**config.mk**
```make
export PLATFORM = sky130hd
export DESIGN_NAME = ifu_fetch_buf
export DESIGN_NICKNAME = d
export VERILOG_FILES = /design/src/rtl/ifu_fetch_buf.sv
export SDC_FILE = /design/constraint.sdc
export NUM_CORES = 1
export LEC_CHECK = 0
export BUFFER_PORTS_ARGS = -buffer_cell sky130_fd_sc_hd__buf_2
export CELL_PAD_IN_SITES_DETAIL_PLACEMENT = 2
export CELL_PAD_IN_SITES_GLOBAL_PLACEMENT = 2
export CORE_ASPECT_RATIO = 0.6
export CORE_MARGIN = 3
export CORE_UTILIZATION = 36
export DETAILED_ROUTE_END_ITERATION = 7
export GPL_TIMING_DRIVEN = 0
export PLACE_DENSITY = 0.78
export SLEW_MARGIN = 20
export SYNTH_ARGS = -nofsm -noshare
export SYNTH_HDL_FRONTEND = slang
export SYNTH_SLANG_ARGS = --single-unit
export TNS_END_PERCENT = 20
```
**constraint.sdc**
```tcl
create_clock -name clk_i -period 5.7 [get_ports clk_i]
set_clock_uncertainty 0.2 [all_clocks]
set_input_delay 0.285 -clock clk_i [delete_from_list [all_inputs] [get_ports clk_i]]
set_output_delay 0.285 -clock clk_i [all_outputs]
set_load 0.02 [all_outputs]
```
**src/rtl/ifu_fetch_buf.sv**
```systemverilog
// ifu_fetch_buf -- multi-cycle instruction fetch stage.
//
// Owns the fetch PC. Issues one read at a time to instruction memory over a
// req/rsp handshake with variable latency. Returned words go into a
// DEPTH-entry FIFO that is presented to the decoder as {pc, inst, err} over
// valid/ready. A redirect from exu flushes the FIFO and restarts fetch at the
// new PC. A response that was already in flight when the redirect arrived is
// discarded.
//
// Ports:
//   clk_i, rst_i                      clock, synchronous active-high reset
//   redirect_i, redirect_pc_i         flush and restart fetch at redirect_pc_i
//   imem_req_valid_o/ready_i/addr_o   read request channel (addr word aligned)
//   imem_rsp_valid_i/data_i/err_i     read response, one per accepted request
//   out_valid_o/ready_i               buffer head handshake to idu
//   out_pc_o/inst_o/err_o             buffer head payload
//
// Optional build macro YSYX_23060251_IFU_MISALIGN_CHK_EN: a misaligned fetch
// PC is not sent to memory. Instead one faulting entry {fpc, nop, err=1} is
// pushed, and fetch then halts until the next redirect.
module ifu_fetch_buf #(
  parameter int                 PC_W     = 32,
  parameter int                 INST_W   = 32,
  parameter logic [PC_W-1:0]    RESET_PC = 'h8000_0000,
  parameter int                 DEPTH    = 2
) (
  input  logic              clk_i,
  input  logic              rst_i,
  input  logic              redirect_i,
  input  logic [PC_W-1:0]   redirect_pc_i,
  output logic              imem_req_valid_o,
  input  logic              imem_req_ready_i,
  output logic [PC_W-1:0]   imem_req_addr_o,
  input  logic              imem_rsp_valid_i,
  input  logic [INST_W-1:0] imem_rsp_data_i,
  input  logic              imem_rsp_err_i,
  output logic              out_valid_o,
  input  logic              out_ready_i,
  output logic [PC_W-1:0]   out_pc_o,
  output logic [INST_W-1:0] out_inst_o,
  output logic              out_err_o
);

  localparam int PTR_W = $clog2(DEPTH);
  localparam int CNT_W = PTR_W + 1;

  typedef struct packed {
    logic [PC_W-1:0]   pc;
    logic [INST_W-1:0] inst;
    logic              err;
  } entry_t;

  typedef enum logic [1:0] {S_REQ, S_WAIT, S_DROP} state_e;

  state_e            state_q, state_d;
  logic [PC_W-1:0]   fpc_q, fpc_d;
  logic [PC_W-1:0]   req_pc_q, req_pc_d;
  logic [CNT_W-1:0]  cnt_q, cnt_d;
  logic [PTR_W-1:0]  wr_ptr_q, wr_ptr_d, rd_ptr_q, rd_ptr_d;
  entry_t            buf_q [DEPTH];

  logic   req_valid, slot_free, push, pop, flush;
  entry_t push_data;

`ifdef YSYX_23060251_IFU_MISALIGN_CHK_EN
  logic halt_q, halt_d;
`endif

  // Only one request can be outstanding, and nothing is pushed while in REQ.
  // A free slot seen here therefore stays reserved for the response.
  assign slot_free = (cnt_q < CNT_W'(DEPTH));

  assign out_valid_o = (cnt_q != '0) && !rst_i;
  assign pop         = out_valid_o && out_ready_i;

  always_comb begin
    state_d   = state_q;
    fpc_d     = fpc_q;
    req_pc_d  = req_pc_q;
    req_valid = 1'b0;
    push      = 1'b0;
    push_data = '0;
    flush     = 1'b0;
`ifdef YSYX_23060251_IFU_MISALIGN_CHK_EN
    halt_d    = halt_q;
`endif

    unique case (state_q)
      S_REQ: begin
`ifdef YSYX_23060251_IFU_MISALIGN_CHK_EN
        if (halt_q) begin
          req_valid = 1'b0;
        end else if (fpc_q[1:0] != 2'b00) begin
          // Emit the fault as a nop-carrying entry, then halt until redirect.
          if (slot_free) begin
            push      = 1'b1;
            push_data = '{pc: fpc_q, inst: INST_W'(32'h0000_0013), err: 1'b1};
            halt_d    = 1'b1;
          end
        end else begin
          req_valid = slot_free;
        end
`else
        req_valid = slot_free;
`endif
        if (req_valid && imem_req_ready_i) begin
          req_pc_d = fpc_q;
          fpc_d    = fpc_q + PC_W'(4);
          state_d  = S_WAIT;
        end
      end
      S_WAIT: begin
        if (imem_rsp_valid_i) begin
          push      = 1'b1;
          push_data = '{pc: req_pc_q, inst: imem_rsp_data_i, err: imem_rsp_err_i};
          state_d   = S_REQ;
        end
      end
      S_DROP: begin
        if (imem_rsp_valid_i) state_d = S_REQ;
      end
      default: state_d = S_REQ;
    endcase

    // Redirect wins over everything. A request still in flight must be
    // drained through DROP so that its response is never mistaken for the
    // new stream.
    if (redirect_i) begin
      req_valid = 1'b0;
      push      = 1'b0;
      flush     = 1'b1;
      fpc_d     = redirect_pc_i;
      req_pc_d  = req_pc_q;
`ifdef YSYX_23060251_IFU_MISALIGN_CHK_EN
      halt_d    = 1'b0;
`endif
      if (state_q == S_REQ || imem_rsp_valid_i) state_d = S_REQ;
      else                                      state_d = S_DROP;
    end
  end

  always_comb begin
    cnt_d    = cnt_q;
    wr_ptr_d = wr_ptr_q;
    rd_ptr_d = rd_ptr_q;
    if (flush) begin
      cnt_d    = '0;
      wr_ptr_d = '0;
      rd_ptr_d = '0;
    end else begin
      // Power-of-two depth lets the pointers wrap by plain overflow.
      if (push) wr_ptr_d = wr_ptr_q + PTR_W'(1);
      if (pop)  rd_ptr_d = rd_ptr_q + PTR_W'(1);
      cnt_d = cnt_q + CNT_W'(push) - CNT_W'(pop);
    end
  end

  always_ff @(posedge clk_i) begin
    if (rst_i) begin
      state_q  <= S_REQ;
      fpc_q    <= RESET_PC;
      req_pc_q <= '0;
      cnt_q    <= '0;
      wr_ptr_q <= '0;
      rd_ptr_q <= '0;
    end else begin
      state_q  <= state_d;
      fpc_q    <= fpc_d;
      req_pc_q <= req_pc_d;
      cnt_q    <= cnt_d;
      wr_ptr_q <= wr_ptr_d;
      rd_ptr_q <= rd_ptr_d;
    end
  end

`ifdef YSYX_23060251_IFU_MISALIGN_CHK_EN
  always_ff @(posedge clk_i) begin
    if (rst_i) halt_q <= 1'b0;
    else       halt_q <= halt_d;
  end
`endif

  // Payload storage needs no reset; cnt_q qualifies every read.
  always_ff @(posedge clk_i) begin
    if (push) buf_q[wr_ptr_q] <= push_data;
  end

  assign imem_req_valid_o = req_valid && !rst_i;
  assign imem_req_addr_o  = {fpc_q[PC_W-1:2], 2'b00};
  assign out_pc_o         = buf_q[rd_ptr_q].pc;
  assign out_inst_o       = buf_q[rd_ptr_q].inst;
  assign out_err_o        = buf_q[rd_ptr_q].err;

endmodule
```
* Yosys cells after proc, flatten, opt, wreduce, memory -nomap -nowiden
Memories as Yosys holds them, arrays and structs flattened. A register that Yosys moved wholly into a read port is not among the register bits.
Cells that the tools add are included.
** Storage, ports and cells
- Input port bits :: 71
- Register bits after elaboration :: 70
- Memories :: 1
- RAM bits :: 130
** Operators by class
- Reductions and logical operators :: 15
- Equality and inequality tests :: 4
- Add/subtract/negate cells :: 5
- Bitwise operators :: 1
- Muxes and demuxes :: 20
- Order comparisons :: 1
** Memory list
- buf_q :: depth 2, width 65, read ports 1, clocked after Yosys merged registers in 1, wr ports 1, RTL line 60 : entry_t buf_q [DEPTH];
** Operators with widths (number)
- 65-bit two-way mux :: 2
- 32-bit two-way mux :: 3
- 32-bit by 3-bit adder with 32-bit output, second input constant :: 1
- 1-bit two-way mux :: 10
- 2-bit two-way mux :: 4
- 2-bit nonzero test :: 3
- 1-bit logical AND :: 4
- 2-bit one-hot mux with 2 select lines :: 1
- 2-bit AND reduction :: 2
- 2-bit OR reduction :: 2
- 3-bit by 1-bit inequality test with 1-bit output, second input constant :: 1
- 3-bit inequality test, second input constant :: 1
- 3-bit AND reduction :: 1
- 1-bit adder, second input constant :: 2
- 2-bit by 1-bit adder with 2-bit output :: 1
- 2-bit by 1-bit == test with 1-bit output, second input constant :: 1
- 2-bit == test, second input constant :: 1
- 2-bit logical NOT :: 1
- 2-bit less-than comparator, second input constant :: 1
- 2-bit by 1-bit subtractor with 2-bit output :: 1
- 1-bit logical NOT :: 1
- 1-bit logical OR :: 1
- 1-bit inverter :: 1

* Longest topological paths before layout
Gate-level depths: netlist (run 1).
- Depth after elaboration :: 5
- Depth in mapped cells :: 10

* Worst setup path before layout (run 1)
OpenSTA, ideal clock, no wires.
- Path type :: reg-to-reg
- From :: reg state_q[1]
- To :: mem buf_q[0][0] (netlist bit) (enable)
- Library setup time :: 489 ps
- Path slack :: 1332 ps
- Required time :: 5011 ps
- Arrival :: 3680 ps
- Stages on the path, launching flop included :: 6
- Period minus slack after synthesis :: 4368 ps
- Buffers on the path :: 1
- Cell sequence :: dfxtp_1 -> inv_1 -> ha_1 -> clkbuf_1 -> nand3_1 -> nor2_1
** On the way
- Cells in the longest elaborated chain, start to end :: 5
** Ends and longest elaborated chain
- from (decl) :: RTL line 55 : state_e state_q, state_d;
- from (signal assigned) :: RTL line 167 : state_q <= state_d;
- 2-bit by 1-bit == test with 1-bit output :: RTL line 88 : unique case (state_q)
- 1-bit two-way mux :: RTL line 88
- 1-bit two-way mux :: RTL line 128 : if (redirect_i) begin
- 1-bit two-way mux :: RTL line 185 : if (push) buf_q[wr_ptr_q] <= push_data;
- 1-bit two-way mux (implied by the code) :: RTL line 185
- to (decl) :: RTL line 60
Every way passes these cells.

* Final worst setup path (run 1)
- From :: reg state_q[1]
- To :: mem buf_q[1][28] (netlist bit) (enable)
Same word-level chain as after synthesis.

==> impl_metrics.yaml, run 1 <==
status:
  outcome: "finished clean"
power:
  leakagePower_nw: 4.33
  p_int_mw: 2.39
  p_per_area_mw_per_mm2: 278
  switchingPower_mw: 0.740
  ir_drop_mv: 0.168
  pwr-share-comb_pct: 8.4
  seqPwrFrac_pct: 51.1
  total_power_mw: 3.13
  switching_share_pct: 23.6
  pwr-share-clk_pct: 40.5
worst_setup_path:
  crit_path_end_kind: "register"
  critPathBufInv: 4
  max_stage_delay_ps: 520
  path_cells: "inv_1 -> ha_1 -> clkbuf_1 -> nand3_1 -> nor2_4 -> buf_16 -> buf_16"
  crit_slowest_cell: "clkbuf_1"
  crit_path_max_fanout: 21
  crit_family: "buffers and inverters"
  reg2reg_depth: 7
  reg2reg_slack_ps: 2700
  r2r-end: "buf_q[1][28]"
  critPathMostFrequentCell: "buf_16"
  crit_type: "reg2reg"
  required_ps: 5690
  crit_path_start_kind: "register"
  cp.arrival_ps: 2990
  reg2reg_from: "state_q[1]"
placed_design:
  gp_congestion: 0.786
  io_buffers: 165
  hpwl_um: 19500
  post-place-ws_ps: 2760
sta:
  holdWs_ps: 128
  rsz0062_at_grt: "false"
  hold_violations: 0
  drv_slew: 0
  fmax_mhz: 333
  finalCritPeriodShare_pct: 52.7
  setup_viol: 0
  slew_headroom_pct: 21.8
  worst_pin_slew_ps: 1160
  finalSetupTns_ps: 0
  fin_crit_ps: 3000
  timing.final.ws_setup_ps: 2700
layout:
  multi_input_area_sq_mm: 0.00283
  syn_to_final_growth_pct: 31.0
  fillCellCount: 2338
  drive_gt1_share_pct: 31.4
  diodes: 0
  nets: 1054
  seq_area_sq_mm: 0.00533
die:
  die-area_sq_mm: 0.0258
  core-area_sq_mm: 0.0233
  die_y_um: 126
  dieWidth_um: 205
  start_util_pct: 36.9
  io_pins: 170
  rows: 43
logic_synthesis:
  synth.area.top_cells: "edfxtp_1, dfxtp_1, mux2_2, and3_1, nand2_1"
  synth_seq_cells: 201
  yosysTopAreaCell: "edfxtp_1"
  syn_inst: 718
  syn_area_sq_mm: 0.00860
  syn_area_per_cell_sq_um: 12.0
  synth.distinct_cells: 42
  synth_top_area_share_pct: 45.4
  yosysWarnings: 0
  ys_seq_area_share_pct: 62.0
detailed_routing:
  wirelength_um: 28100
  firstDrtPassIters: 4
  ant_nets: 0
  drt_iter0_drc: 392
  via_per_inst: 5.07
  wl_per_cell_um: 21.5
  num_vias: 6633
  drcViolationCount: 0
global_route:
  grt_pass1_wl_um: 43600
  grt_max_degree: 25
  antenna_found_initial: 0
  grt_overflow_total: 0
  gr-usage-all-layers_pct: 21.7
  grt_pass1_vias: 7242
clock_network:
  cts_resized: 0
  htree_num_levels: 1
  cts_buffers: 21
  clkLatencyLatePin_ps: 490
  cts_setup_buffers: 0
  clk_pin_slew_ps: 60
  clk_path_buf_depth: 3
  cts_sinks: 201
  cts_hold_buf: 65
  tritoncts: "built"
  cts_root_buffer: "clkbuf_16"
hold_path:
  hold_path_class: "in2reg"
  min_path_cells: 4
  hp-start: "out_ready_i"
  worstHoldEndpoint: "rd_ptr_q"
flow_run:
  cap_violations: 0
[state kept, by name, summed over array words and instances, names as in the netlist, named ones only]
signal and cells:
buf_q 130, fpc_q 32, req_pc_q 32, cnt_q 2
state_q 2, rd_ptr_q 1, wr_ptr_q 1
[layer usage]
metal / global-route usage (%) / wire, um
met4: 4.01 / 474
met1: 31.6 / 13300
met2: 34.5 / 13000
met3: 3.51 / 1240
met5: 0 / 0
[per-stage QoR]
| stage | util (%) | cell area, sq um | std cells |
|---|---|---|---|
| after floorplan | - | 8600 | 719 |
| after global placement | 42.2 | 9820 | 1199 |
| after detailed placement | 42.9 | 9980 | 1205 |
| after CTS | 48.3 | 11300 | 1307 |
| after global routing | 48.3 | 11300 | 1307 |
| final | 48.3 | 11300 | 1307 |
[cell usage in the layout, fill, tap and decap left out, types with 4 or more instances in the layout]
cell / count
dfxtp_1: 71
buf_4: 33
nand2_1: 84
edfxtp_1: 130
nor4_1: 5
a211oi_1: 12
clkbuf_1: 45
nor3b_1: 5
dlygate4sd3_1: 65
clkbuf_16: 21
buf_2: 165
ha_1: 5
and3_1: 69
nor2_1: 48
mux2i_1: 5
nor3_1: 7
clkinv_2: 6
nand4_1: 13
mux2_2: 65
inv_1: 9
buf_1: 4
a21oi_1: 42
xor2_1: 9
a2111oi_0: 4
nand3_1: 11
xnor2_1: 16
buf_16: 4
[cell families (layout without fill, tap and decap cells)]
| family | count (synthesis) | count (layout) | share of synthesized area [%] |
|---|---|---|---|
| DFF | 201 | 201 | 62.0 |
| adders and majority gates | 5 | 5 | 0.728 |
| AOI/OAI and AO/OA | 67 | 67 | 4.77 |
| buffers and inverters | 88 | 361 | 5.37 |
| xor gates and xnor gates | 25 | 25 | 2.55 |
| muxes | 70 | 70 | 9.10 |
| and+or+nand+nor | 261 | 261 | 15.5 |
| other | 1 | 2 | 0.0436 |
[how the worst max path moves through the flow]
stage | endpoint | start | slack (ps) | cells past startpoint
finish | buf_q[1][28] | state_q[1] | 2700 | 7
global route | buf_q[1][28] | state_q[1] | 2480 | 7
detailed placement | buf_q[1][28] | state_q[1] | 2760 | 7
global placement | buf_q[0][39] | state_q[0] | -910 | 4
CTS | out_pc_o[14] | register | 2640 | 4
floorplan | buf_q[0][0] | state_q[1] | 1330 | 5
[power by group through the flow]
stage / Clock, mW / Combinational (mW) / Sequential (mW)
final: 1.27 / 0.264 / 1.60
after global routing: 1.36 / 0.286 / 1.60
after CTS: 1.30 / 0.259 / 1.60
after detailed placement: 0 / 0.222 / 1.63
after global placement: 0 / 0.213 / 1.63
after floorplan: 0 / 0.134 / 1.62
[cells in the mapped netlist]
master	n
nor3b_1	5
nor4_2	3
and3_1	69
nand3b_4	1
buf_4	33
or4_4	1
o21ai_0	2
nand2b_1	1
a311oi_1	1
nand3b_1	1
mux2i_1	5
a32oi_1	1
mux2_2	65
xor2_1	9
conb_1	1
nand2_1	84
nor2_1	50
buf_1	4
nand4_1	13
edfxtp_1	130
dfxtp_1	71
nand4b_1	1
a21oi_1	42
nor3_1	7
clkbuf_1	41
and3b_1	1
or2_2	1
or3_1	3
o21a_1	1
a211oi_1	12
buf_6	1
xnor2_1	16
inv_1	9
nand4_2	1
a22oi_1	2
or2_1	1
nand3_1	11
and2_1	2
nor4_1	5
a2111oi_0	4
ha_1	5
a211oi_2	2
[final cells by class]
cell class / count / area share (%)
clock buffer: 28 / 5.17
buffer: 79 / 3.80
sequential: 201 / 47.3
timing repair buffer: 236 / 14.4
clock inverter: 9 / 0.367
tap: 315 / 3.50
inverter: 9 / 0.300
multi-input combinational: 430 / 25.1
[worst reg2reg max path, cell delays in order (launching register included)]
cell and delay [ps]:
dfxtp_1 330, inv_1 90, ha_1 240, clkbuf_1 520, nand3_1 400, nor2_4 480, buf_16 240, buf_16 200
No activity file was read; power rests on OpenSTA's default activity.
==> inputs of run 2 (changes only) <==
Settings changed: CORE_UTILIZATION 36 to 33, PLACE_DENSITY 0.78 to 0.75.
Clock period 5.7 ns to 2.7 ns, I/O delays scaled along.
==> run 2 against run 1 <==
Compared with the run above:
- sequential share of layout area decreased by 0.62 points
- critical path depth decreased by 2
- wire length increased by 1.4%
- worst setup slack got worse by 2500 ps
- register-to-register slack got worse by 2500 ps
- first-iteration DRC count decreased by 20%
- sequential cell count unchanged
- cell count increased by 3.1%
- fmax increased by 18%
- non-clock buffer count increased by 4
- critical path type unchanged
==> impl_metrics.yaml, run 2 (synthesis gave the netlist of run 1 again) <==
die:
  core-area_sq_mm: 0.0254
  io_pins: 170
  die_y_um: 131
  start_util_pct: 33.8
  dieWidth_um: 214
  die-area_sq_mm: 0.0281
  rows: 45
layout:
  syn_to_final_growth_pct: 32.7
  design_area_sq_mm: 0.0114
  final_common_cell: "buf_2"
  fin_util_pct: 44.8
  layout_common_cells: "buf_2, edfxtp_1, nand2_1, dfxtp_1, and3_1"
  drive_gt1_share_pct: 32.2
  largest_register: "buf_q"
  nets: 1058
  multi_input_area_sq_mm: 0.00285
  largest_reg_flops: 130
  seq_area_sq_mm: 0.00533
  fillCellCount: 2614
  stdcell_count: 1348
  largestRegisters: "buf_q: 130 flops, fpc_q: 32 flops, req_pc_q: 32 flops"
  diodes: 0
global_route:
  grt_overflow_total: 0
  antenna_found_initial: 1
  grt_pass1_wl_um: 43600
  grt_max_degree: 22
  gr-usage-all-layers_pct: 20.1
  grt_pass1_vias: 7141
worst_setup_path:
  r2r-end: "fpc_q[29]"
  cp.arrival_ps: 2740
  crit_path_start_kind: "register"
  required_ps: 2900
  reg2reg_from: "fpc_q[19]"
  reg2reg_depth: 5
  crit_path_max_fanout: 6
  reg2reg_slack_ps: 160
  crit_path_end_kind: "register"
  cp-endpoint: "fpc_q[29]"
  cp-startpoint: "fpc_q[19]"
  crit_type: "reg2reg"
clock_network:
  cts_buffers: 21
  clkLatencyLatePin_ps: 500
  clk_pin_slew_ps: 60
  cts_sinks: 201
  cts_root_buffer: "clkbuf_16"
  clk_path_buf_depth: 3
  htree_num_levels: 1
  tritoncts: "built"
flow_run:
  cap_violations: 0
sta:
  drv_slew: 0
  timing.final.ws_setup_ps: 155
  fin_crit_ps: 2540
  setup_viol: 0
  finalSetupTns_ps: 0
  hold_violations: 0
  rsz0062_at_grt: "true"
  worst_pin_slew_ps: 815
  fmax_mhz: 393
  finalCritPeriodShare_pct: 94.2
  slew_headroom_pct: 45.2
  holdWs_ps: 63.3
placed_design:
  gp_congestion: 0.805
  hpwl_um: 19900
  dpl-instance-area_sq_mm: 0.0100
  dpl.cell_count: 1242
  io_buffers: 165
  post-place-ws_ps: -499
power:
  total_power_mw: 6.70
  leakagePower_nw: 4.40
  ir_drop_mv: 0.489
  p_per_area_mw_per_mm2: 588
detailed_routing:
  num_vias: 6598
  drcViolationCount: 0
  ant_nets: 0
  wirelength_um: 28500
  drt_iter0_drc: 315
  wl_per_cell_um: 21.1
  via_per_inst: 4.89
  firstDrtPassIters: 4
hold_path:
  hold_path_class: "in2reg"
  min_path_cells: 3
status:
  outcome: "finished clean"
run 2: cell count changes in the layout (fill, tap and decap cells not counted), moves of 2 or more:
| cell | change |
|---|---|
| buf_16 | +2 |
| clkbuf_1 | -9 |
| buf_4 | +2 |
| buf_12 | -2 |
| clkbuf_2 | +8 |
| dlygate4sd3_1 | +3 |
| clkbuf_4 | +2 |
| clkbuf_8 | -2 |
| clkinv_2 | -5 |
| clkinv_1 | +3 |
run 2: worst min path at each step:
stage | start | to
finish | redirect_i | fpc_q[26]
global route | redirect_i | fpc_q[28]
CTS | redirect_i | fpc_q[26]
detailed placement | redirect_pc_i[3] | fpc_q[3]
global placement | redirect_pc_i[3] | fpc_q[3]
floorplan | redirect_pc_i[2] | fpc_q[2]
run 2: report_power, final:
group,total (mW),switching [mW],internal [mW]
logic,0.559,0.310,0.249
registers,3.38,0.0812,3.30
clock network,2.76,1.19,1.57
total,6.70,1.58,5.13
run 2: area by class of cell:
type                       instances  area share, %
buffer                            78           3.81
clock buffer                      28           4.99
clock inverter                     9          0.581
inverter                           9          0.296
multi-input combinational        430           25.0
sequential                       201           46.7
tap                              352           3.86
timing repair buffer             241           14.8
run 2: critical path: stages, from the launching register on:
cell,delay [ps]
dfxtp_1,560
nand3_1,300
nor4_1,780
nand4_1,210
xor2_1,180
a211oi_1,230
run 2: per-layer routing:
metal / share of wire (%) / GRT usage [%] / vias to the layer above
li1: - / - / 3079
met1: 49 / 28.7 / 3348
met2: 46 / 32.8 / 133
met3: 3.6 / 3.21 / 36
met4: 1.6 / 3.91 / 2
met5: 0.046 / 0 / -
run 2: timing repair:
action                                 CTS  global route
endpoints found under the hold margin  101             0
gates resized for setup                  8             7
setup buffers                            2             0
pin swaps                                2             1
setup endpoints to repair              186            39
hold buffers                            68             0
